`config.mk`:
```
export PLATFORM = sky130hd
export DESIGN_NAME = id_exe_stage
export DESIGN_NICKNAME = d
export VERILOG_FILES = /design/src/rtl/cpu_pkg.sv /design/src/rtl/id_exe_stage_load_use_detect.sv /design/src/rtl/id_exe_stage.sv
export SDC_FILE = /design/constraint.sdc
export NUM_CORES = 1
export LEC_CHECK = 0
export BUFFER_PORTS_ARGS = -buffer_cell sky130_fd_sc_hd__buf_2
export CORE_MARGIN = 3
export CORE_UTILIZATION = 43
export CTS_CLUSTER_DIAMETER = 50
export DETAILED_ROUTE_END_ITERATION = 16
export HOLD_SLACK_MARGIN = 0.06
export PLACE_DENSITY = 0.77
export SLEW_MARGIN = 25
export SYNTH_ARGS = -nofsm -noshare
export SYNTH_HDL_FRONTEND = slang
export SYNTH_HIERARCHICAL = 1
export SYNTH_SLANG_ARGS = --single-unit
```
`constraint.sdc`:
```
create_clock -name clk -period 2.2 [get_ports clk]
set_clock_uncertainty 0.15 [all_clocks]
set_input_delay 0.22 -clock clk [delete_from_list [all_inputs] [get_ports clk]]
set_output_delay 0.22 -clock clk [all_outputs]
set_load 0.02 [all_outputs]
```
`src/rtl/cpu_pkg.sv`:
```
// Shared types and widths for the 5-stage RISC-V core pipeline.
package cpu_pkg;

    localparam int REG_ADDR_W = 5;
    localparam int DATA_W     = 32;
    localparam int ALU_OP_W   = 2;

    typedef struct packed {
        logic reg_write;
        logic mem_read;
        logic mem_write;
        logic mem_2_reg;
        logic alu_src;
        logic branch;
        logic jump;
    } ctrl_t;

    localparam ctrl_t CTRL_BUBBLE = '0;

endpackage

```
`src/rtl/id_exe_stage_load_use_detect.sv`:
```
// Combinational load-use hazard check between ID and the load sitting in ID/EXE.
module load_use_detect #(
    parameter int REG_ADDR_W = 5
) (
    input  logic                  valid_ex_i,
    input  logic                  mem_read_ex_i,
    input  logic [REG_ADDR_W-1:0] rd_ex_i,
    input  logic                  valid_id_i,
    input  logic                  use_rs1_i,
    input  logic                  use_rs2_i,
    input  logic [REG_ADDR_W-1:0] rs1_i,
    input  logic [REG_ADDR_W-1:0] rs2_i,
    output logic                  load_use_o
);

    logic rd_live;
    logic hit_rs1;
    logic hit_rs2;

    // x0 is hardwired zero, so a load to it never creates a dependency
    assign rd_live = valid_ex_i & mem_read_ex_i & (rd_ex_i != '0);
    assign hit_rs1 = use_rs1_i & (rs1_i == rd_ex_i);
    assign hit_rs2 = use_rs2_i & (rs2_i == rd_ex_i);

    assign load_use_o = rd_live & valid_id_i & (hit_rs1 | hit_rs2);

endmodule

```
`src/rtl/id_exe_stage.sv`:
```
// ID/EXE pipeline register with load-use bubble insertion and flush squash.
// Optional perf counters (stall_cnt, flush_cnt) enabled by ID_EXE_PERF_CNT_EN.
module id_exe_stage #(
    parameter int DATA_W     = 32,
    parameter int REG_ADDR_W = 5,
    parameter int ALU_OP_W   = 2
`ifdef ID_EXE_PERF_CNT_EN
    ,
    parameter int CNT_W      = 32
`endif
) (
    input  logic                  clk,
    input  logic                  rst,
    input  logic                  hold,
    input  logic                  flush,
    input  logic                  valid_ID,
    input  logic                  use_rs1_ID,
    input  logic                  use_rs2_ID,
    input  logic [REG_ADDR_W-1:0] rs1_ID,
    input  logic [REG_ADDR_W-1:0] rs2_ID,
    input  logic [REG_ADDR_W-1:0] rd_ID,
    input  logic [DATA_W-1:0]     rdata1_ID,
    input  logic [DATA_W-1:0]     rdata2_ID,
    input  logic [DATA_W-1:0]     imm_ID,
    input  logic [DATA_W-1:0]     pc_ID,
    input  logic                  reg_write_ID,
    input  logic                  mem_read_ID,
    input  logic                  mem_write_ID,
    input  logic                  mem_2_reg_ID,
    input  logic                  alu_src_ID,
    input  logic                  branch_ID,
    input  logic                  jump_ID,
    input  logic [ALU_OP_W-1:0]   alu_op_ID,
    output logic                  stall_IF_ID,
    output logic                  valid_ID_EXE,
    output logic [REG_ADDR_W-1:0] Rs1_ID_EXE,
    output logic [REG_ADDR_W-1:0] Rs2_ID_EXE,
    output logic [REG_ADDR_W-1:0] Rd_ID_EXE,
    output logic [DATA_W-1:0]     rdata1_ID_EXE,
    output logic [DATA_W-1:0]     rdata2_ID_EXE,
    output logic [DATA_W-1:0]     imm_ID_EXE,
    output logic [DATA_W-1:0]     pc_ID_EXE,
    output logic                  reg_write_ID_EXE,
    output logic                  mem_read_ID_EXE,
    output logic                  mem_write_ID_EXE,
    output logic                  mem_2_reg_ID_EXE,
    output logic                  alu_src_ID_EXE,
    output logic                  branch_ID_EXE,
    output logic                  jump_ID_EXE,
    output logic [ALU_OP_W-1:0]   alu_op_ID_EXE
`ifdef ID_EXE_PERF_CNT_EN
    ,
    output logic [CNT_W-1:0]      stall_cnt,
    output logic [CNT_W-1:0]      flush_cnt
`endif
);

    import cpu_pkg::*;

    logic                  load_use;
    ctrl_t                 ctrl_in;
    ctrl_t                 ctrl_q, ctrl_d;
    logic                  valid_q, valid_d;
    logic [REG_ADDR_W-1:0] rs1_q, rs1_d;
    logic [REG_ADDR_W-1:0] rs2_q, rs2_d;
    logic [REG_ADDR_W-1:0] rd_q, rd_d;
    logic [DATA_W-1:0]     rdata1_q, rdata1_d;
    logic [DATA_W-1:0]     rdata2_q, rdata2_d;
    logic [DATA_W-1:0]     imm_q, imm_d;
    logic [DATA_W-1:0]     pc_q, pc_d;
    logic [ALU_OP_W-1:0]   alu_op_q, alu_op_d;

    assign ctrl_in = '{
        reg_write: reg_write_ID,
        mem_read:  mem_read_ID,
        mem_write: mem_write_ID,
        mem_2_reg: mem_2_reg_ID,
        alu_src:   alu_src_ID,
        branch:    branch_ID,
        jump:      jump_ID
    };

    load_use_detect #(
        .REG_ADDR_W (REG_ADDR_W)
    ) u_load_use_detect (
        .valid_ex_i    (valid_q),
        .mem_read_ex_i (ctrl_q.mem_read),
        .rd_ex_i       (rd_q),
        .valid_id_i    (valid_ID),
        .use_rs1_i     (use_rs1_ID),
        .use_rs2_i     (use_rs2_ID),
        .rs1_i         (rs1_ID),
        .rs2_i         (rs2_ID),
        .load_use_o    (load_use)
    );

    // IF/ID is squashed on flush, so holding it would be pointless
    assign stall_IF_ID = load_use & ~flush & ~rst;

    always_comb begin
        valid_d  = valid_q;
        ctrl_d   = ctrl_q;
        rs1_d    = rs1_q;
        rs2_d    = rs2_q;
        rd_d     = rd_q;
        rdata1_d = rdata1_q;
        rdata2_d = rdata2_q;
        imm_d    = imm_q;
        pc_d     = pc_q;
        alu_op_d = alu_op_q;
        if (hold) begin
            valid_d = valid_q;
        end else if (flush || load_use) begin
            // Rd cleared so forwarding can never match a bubble
            valid_d = 1'b0;
            ctrl_d  = CTRL_BUBBLE;
            rd_d    = '0;
        end else begin
            valid_d  = valid_ID;
            ctrl_d   = ctrl_in;
            rs1_d    = rs1_ID;
            rs2_d    = rs2_ID;
            rd_d     = rd_ID;
            rdata1_d = rdata1_ID;
            rdata2_d = rdata2_ID;
            imm_d    = imm_ID;
            pc_d     = pc_ID;
            alu_op_d = alu_op_ID;
        end
    end

    always_ff @(posedge clk) begin
        if (rst) begin
            valid_q  <= 1'b0;
            ctrl_q   <= CTRL_BUBBLE;
            rs1_q    <= '0;
            rs2_q    <= '0;
            rd_q     <= '0;
            rdata1_q <= '0;
            rdata2_q <= '0;
            imm_q    <= '0;
            pc_q     <= '0;
            alu_op_q <= '0;
        end else begin
            valid_q  <= valid_d;
            ctrl_q   <= ctrl_d;
            rs1_q    <= rs1_d;
            rs2_q    <= rs2_d;
            rd_q     <= rd_d;
            rdata1_q <= rdata1_d;
            rdata2_q <= rdata2_d;
            imm_q    <= imm_d;
            pc_q     <= pc_d;
            alu_op_q <= alu_op_d;
        end
    end

    assign valid_ID_EXE     = valid_q;
    assign Rs1_ID_EXE       = rs1_q;
    assign Rs2_ID_EXE       = rs2_q;
    assign Rd_ID_EXE        = rd_q;
    assign rdata1_ID_EXE    = rdata1_q;
    assign rdata2_ID_EXE    = rdata2_q;
    assign imm_ID_EXE       = imm_q;
    assign pc_ID_EXE        = pc_q;
    assign reg_write_ID_EXE = ctrl_q.reg_write;
    assign mem_read_ID_EXE  = ctrl_q.mem_read;
    assign mem_write_ID_EXE = ctrl_q.mem_write;
    assign mem_2_reg_ID_EXE = ctrl_q.mem_2_reg;
    assign alu_src_ID_EXE   = ctrl_q.alu_src;
    assign branch_ID_EXE    = ctrl_q.branch;
    assign jump_ID_EXE      = ctrl_q.jump;
    assign alu_op_ID_EXE    = alu_op_q;

`ifdef ID_EXE_PERF_CNT_EN
    logic [CNT_W-1:0] stall_cnt_q, stall_cnt_d;
    logic [CNT_W-1:0] flush_cnt_q, flush_cnt_d;

    always_comb begin
        stall_cnt_d = stall_cnt_q;
        flush_cnt_d = flush_cnt_q;
        if (stall_IF_ID && !hold) begin
            stall_cnt_d = stall_cnt_q + CNT_W'(1);
        end
        if (flush && !hold) begin
            flush_cnt_d = flush_cnt_q + CNT_W'(1);
        end
    end

    always_ff @(posedge clk) begin
        if (rst) begin
            stall_cnt_q <= '0;
            flush_cnt_q <= '0;
        end else begin
            stall_cnt_q <= stall_cnt_d;
            flush_cnt_q <= flush_cnt_d;
        end
    end

    assign stall_cnt = stall_cnt_q;
    assign flush_cnt = flush_cnt_q;
`endif

endmodule

```
# Yosys cells after proc, flatten, opt, wreduce, memory -nomap -nowiden
# Cells that the tools add are included.
# op_classes
order_cmp	0
n_addsub	0
n_reduce_logical	3
shift	0
eq_ne	2
n_div	0
n_mul	0
bitwise_logic	13
mux	3
# op_table
operator	count
== test 5 bit	2
bitwise AND 1 bit	8
two-way mux 7 bit	1
two-way mux 5 bit	1
nonzero test 5 bit	1
NOT 1 bit	4
AND reduction 2 bit	1
logical OR 1 bit	1
two-way mux 1 bit	1
OR 1 bit	1
# totals
elab_cells	37
regBits	153
mem_bits_rw	0
romBits	0
memories	0
out_inout_bits	154
latch_bits	0

# Depth between registers and ports, before layout
# logic_depth
ltp_word	7
depth_mapped	9
mapped_depth_nobuf	6

# Modules after synthesis
# Netlist, hierarchy kept.
# modules_own_cells
module	cells_each	n_inst	seq_area_each_um2	area_each_um2
id_exe_stage	728	1	3062.9	6951.7
load_use_detect	17	1	0.0	131.4

# Least setup slack after synthesis
# OpenSTA, ideal clock, no wires.
# synth_timing
path_type	flip-flop to output port
start	reg rd_q[1] (netlist: Rd_ID_EXE[1])
end	out stall_IF_ID
stages_incl_launch_ff	9
path_buffers	3
t_arrival_ns	2.319
path_slack_ns	-0.489
cell_sequence	dfxtp_1 > xor2_1 > nor4_1 > nand3_1 > a21oi_1 > buf_4 > buf_4 > buf_2 > nor3b_1
# synth_between
elab_chain_cells	6
elab_cells_between_ends	11
# synth_rtl
item	line_no	text
start, declared	id_exe_stage.sv:66	logic [REG_ADDR_W-1:0] rd_q, rd_d;
start signal, assigned	id_exe_stage.sv:149	rd_q <= rd_d;
== test 5 bit, or another cell as far along	id_exe_stage_load_use_detect.sv:22	assign hit_rs1 = use_rs1_i & (rs1_i == rd_ex_i);
bitwise AND 1 bit (on tied branches)	id_exe_stage_load_use_detect.sv:22, id_exe_stage_load_use_detect.sv:21, id_exe_stage_load_use_detect.sv:23	
OR 1 bit / bitwise AND 1 bit (equally long branches)	id_exe_stage_load_use_detect.sv:25	assign load_use_o = rd_live & valid_id_i & (hit_rs1 | hit_rs2);
bitwise AND 1 bit (*)	id_exe_stage_load_use_detect.sv:25	
net load_use	id_exe_stage.sv:60	logic load_use;
bitwise AND 1 bit (*) (2 in a row)	id_exe_stage.sv:98	assign stall_IF_ID = load_use & ~flush & ~rst;
end, declared	id_exe_stage.sv:34	output logic stall_IF_ID,
# Mark *: on every way through the listed nets, which the timed path passes. The rest lies on a longest branch.

# Worst setup path after layout
# layout_timing
start	reg rd_q[3] (netlist: Rd_ID_EXE[3])
end	reg rdata2_q[12] (netlist: rdata2_ID_EXE[12])
# layout_between
elab_chain_cells	7
elab_cells_between_ends	12
# layout_rtl
item	line_no	text
== test 5 bit, or another cell as far along	id_exe_stage_load_use_detect.sv:22	
bitwise AND 1 bit (on tied branches)	id_exe_stage_load_use_detect.sv:22, id_exe_stage_load_use_detect.sv:21, id_exe_stage_load_use_detect.sv:23	
OR 1 bit / bitwise AND 1 bit (equally long branches)	id_exe_stage_load_use_detect.sv:25	
bitwise AND 1 bit (*)	id_exe_stage_load_use_detect.sv:25	
net load_use	id_exe_stage.sv:60	
logical OR 1 bit (*)	id_exe_stage.sv:113	end else if (flush || load_use) begin
NOT 1 bit (no line) (*)	--	
AND reduction 2 bit (no line) (*)	--	
end signal, assigned	id_exe_stage.sv:151	rdata2_q <= rdata2_d;
end, declared	id_exe_stage.sv:68	logic [DATA_W-1:0] rdata2_q, rdata2_d;
# Marked as above.
# A chain may end at the register's enable or synchronous reset.

==> results.rst <==
.. list-table::
   :header-rows: 1

   * - Metric
     - Value
   * - Root buffer cell
     - sky130_fd_sc_hd__clkbuf_16
   * - Clock network fraction of total power
     - 42.5%
   * - Critical-path maximum fanout
     - 14
   * - Total DRC errors in the routed layout
     - 0
   * - Most frequent cells in the layout
     - sky130_fd_sc_hd__buf_2, sky130_fd_sc_hd__dlygate4sd3_1, sky130_fd_sc_hd__dfxtp_1
   * - Worst path top cell family by delay
     - compound AO/OA/AOI/OAI gates
   * - Most common cell after layout, fill and taps aside
     - sky130_fd_sc_hd__buf_2
   * - Placement-stage cell area
     - between 0.009 and 0.01 mm²
   * - Max incr delay on CP
     - 540 ps
   * - YS warnings
     - 6
   * - Clock buffer count from CTS
     - 17
   * - VDD IR-drop max
     - ~0.00052 V
   * - Die H
     - between 100 and 150 µm
   * - Cell internal pwr
     - approximately 0.0055 W
   * - Proportion of power drawn by combinational gates
     - approximately 18%
   * - Clock net sink count
     - approximately 150
   * - Switching power total
     - slightly below 0.002 W
   * - Fin crit period
     - 2620 ps
   * - Max stage delay cell, worst path
     - sky130_fd_sc_hd__or4_4
   * - Switching share of power
     - roughly a quarter
   * - Number of design-rule violations left by the first detailed-router iteration
     - between 700 and 800
   * - Weighted congestion reported at the end of routability-driven placement
     - roughly 0.81
   * - Total number of placement rows
     - 46
   * - Post-Synthesis Cells
     - between 700 and 800
   * - Pre-CTS worst setup slack
     - -222 ps
   * - Endpoint required time on the critical path
     - approximately 2300 ps
   * - Setup slack of the critical path after layout
     - -417 ps
   * - Design Area, Final
     - approximately 0.012 mm²
   * - Die area
     - 0.0180 mm²
   * - Finished Core Util
     - between 70 and 80%
   * - Length of the first detailed-routing pass in iterations
     - 6
   * - Aggregate negative setup slack
     - -44,650 ps
   * - Initial cell density of the core
     - ~44%
   * - Post-Synthesis Mean Instance Area
     - approximately 9.5 µm²
   * - Part of the Yosys area used for sequential elements
     - 43.2%
   * - TritonCTS clock tree
     - built
   * - Slew at the pin closest to its max-slew limit
     - 766 ps
   * - Violations in the final reports
     - setup timing
   * - Worst Setup Start Kind
     - flop
   * - Final max-slew violation count
     - 0
   * - Crit path buffers/inverters
     - 3
   * - Leakage power summed over all cells
     - between 5 and 6 nW
   * - Top cells by area in the synthesized netlist
     - sky130_fd_sc_hd__dfxtp_1, sky130_fd_sc_hd__or4b_1, sky130_fd_sc_hd__o31ai_1
   * - Number of vias after detailed routing
     - 8,534
   * - CTS max path bufs
     - 2
   * - Sequential cell fraction of total power
     - between 30% and 40%
   * - Result of the run
     - complete, but fails checks
   * - FF+latch count, synth
     - around 150
   * - Port bufs
     - between 300 and 400
   * - CP Capture Type
     - flop
   * - Post-route fraction of the period consumed by the critical path
     - 119%
   * - Min-delay worst type
     - primary input to flop
   * - Remaining max-slew budget at the tightest pin
     - roughly 50%
   * - Final HPWL DP
     - about 14 mm
   * - Signed area change from the synthesized netlist to the final layout
     - 73.6%
   * - Wire length reported by the detailed router
     - around 30 mm
   * - H-tree depth
     - 4
   * - DR vias/cell
     - roughly 6
   * - Fmax
     - 382 MHz
   * - Die extent in x
     - 134 µm
   * - Max_cap viols
     - 0
   * - Endpoint arrival time on the critical path
     - 2760 ps
   * - Post-route antenna net violation count
     - 0
   * - Clock latency on the worst-skew pair
     - between 400 and 500 ps
   * - First-pass GRT wire length
     - around 42 mm
   * - Power density over cell area
     - slightly above 600 mW/mm²
   * - Type of the worst setup path
     - flop to flop
   * - Maximum number of pins on one net before global-route repair
     - between 100 and 150
   * - Routed len/inst
     - ~21 µm
   * - Final-report hold violation count
     - 0
   * - Count of unique library cells instantiated by Yosys
     - 18
   * - Cells along the critical path
     - or4_4 > o2111ai_4 > a21oi_4 > buf_6 > buf_16 > bufbuf_16 > o31ai_1 > a21oi_2
   * - Clock transition at the register clock pins on the worst setup and hold paths after CTS
     - roughly 60 ps
   * - Top-area cell type share of the netlist area
     - 43.2%
   * - NumNets Final
     - 1,346
   * - Synth area leader
     - sky130_fd_sc_hd__dfxtp_1
   * - Total track usage
     - 28.3%
   * - Mapped Nets
     - 904
   * - Gr ovfl total
     - 0
   * - Initial antenna violation count
     - 3
   * - Final Setup Violations
     - between 150 and 200
   * - Number of top-level pins
     - 313
   * - Worst reg-to-reg setup slack
     - -420 ps
   * - Core Footprint
     - ~0.016 mm²
   * - Total standard cell area after synthesis
     - between 0.007 and 0.008 mm²
   * - Fraction of layout cells with a size suffix above 1
     - roughly 47%
   * - Vias in the first global route
     - ~8,000
   * - Setup repair after global routing missed its margin
     - true
[synth_stat cells (all sizes together)]
cell	count
a21oi	154
dfxtp	153
or4b	153
o31ai	140
clkbuf	91
buf	24
nand2	13
xor2	8
nand3	2
nor4	2
xnor2	2
nor3b	1
o2111ai	1
or4	1
[flip-flops by register name, indices dropped and copies added (netlist names)]
signal	cells
rdata1_ID_EXE	32
Rs1_ID_EXE	5
branch_ID_EXE	1
alu_op_ID_EXE	2
mem_read_ID_EXE	1
mem_2_reg_ID_EXE	1
Rs2_ID_EXE	5
jump_ID_EXE	1
mem_write_ID_EXE	1
rdata2_ID_EXE	32
reg_write_ID_EXE	1
Rd_ID_EXE	5
pc_ID_EXE	32
alu_src_ID_EXE	1
imm_ID_EXE	32
valid_ID_EXE	1
[worst paths after layout]
check / cells after the start / end / start
max: 8 / rdata2_ID_EXE[12]$_SDFFE_PP0P_ / Rd_ID_EXE[3]$_SDFFE_PP0N_
min: 2 / pc_ID_EXE[17]$_SDFFE_PP0P_ / rst
max reg2reg: 8 / rdata2_ID_EXE[12]$_SDFFE_PP0P_ / Rd_ID_EXE[3]$_SDFFE_PP0N_
min reg2reg: 2 / reg_write_ID_EXE$_SDFFE_PP0N_ / reg_write_ID_EXE$_SDFFE_PP0N_
[cell type report]
class / count / area [µm²]
Timing Repair Buffer: 538 / 4200
Multi-Input combinational cell: 477 / 4110
Fill cell: 979 / 3700
Sequential cell: 153 / 3070
Clock buffer: 21 / 460
Tap cell: 216 / 270
Clock inverter: 11 / 170
Antenna cell: 3 / 7.51
[cell families (layout without fill, tap and decap cells)]
logic type	Yosys count	in the layout	synth area share [%]
other cells	0	3	0
simple gates	172	172	22.8
compound gates	295	295	25.8
buf+inv	115	570	6.84
flops	153	153	43.2
xor+xnor	10	10	1.24
[per-layer routing]
| metal | GRT usage, % | vias up | share of wire [%] | routed length, µm |
|---|---|---|---|---|
| li1 | - | 3837 | - | - |
| met1 | 32.9 | 4037 | 37 | 11100 |
| met2 | 48.2 | 516 | 50 | 15000 |
| met3 | 7.01 | 142 | 7.6 | 2290 |
| met4 | 14.8 | 2 | 5.7 | 1720 |
| met5 | 0 | - | 0.076 | 23 |
[power groups by stage]
| stage | logic [W] | registers (W) | clock network, W |
|---|---|---|---|
| after floorplan | 0.000392 | 0.00318 | 0 |
| after global placement | 0.000913 | 0.00302 | 0 |
| after CTS | 0.00116 | 0.00296 | 0.00316 |
| after detailed placement | 0.000926 | 0.00302 | 0 |
| final | 0.00131 | 0.00297 | 0.00317 |
| after global routing | 0.00138 | 0.00298 | 0.00329 |
[stage by stage]
stage	power [W]	instances	hold slack, ps
CTS	0.00728	1404	96.6
floorplan	0.00357	745	302
detailed placement	0.00395	1209	298
global placement	0.00393	1209	299
finish	0.00745	1419	92.0
global route	0.00765	1418	116
[worst reg2reg max path, stage by stage (launching register included)]
cell	delay [ps]
sky130_fd_sc_hd__dfxtp_4	350
sky130_fd_sc_hd__or4_4	540
sky130_fd_sc_hd__o2111ai_4	210
sky130_fd_sc_hd__a21oi_4	60
sky130_fd_sc_hd__buf_6	160
sky130_fd_sc_hd__buf_16	150
sky130_fd_sc_hd__bufbuf_16	280
sky130_fd_sc_hd__o31ai_1	440
sky130_fd_sc_hd__a21oi_2	130
[what timing repair did]
action / 4_1_cts / 5_1_grt
pin swaps: 39 / 42
cloned: 4 / 9
buffers inserted: 6 / 3
hold endpoints to repair: 153 / 0
resized for setup: 35 / 126
setup endpoints to repair: 154 / 154
hold buffers: 153 / 0
(Power assumes the default switching activity.)
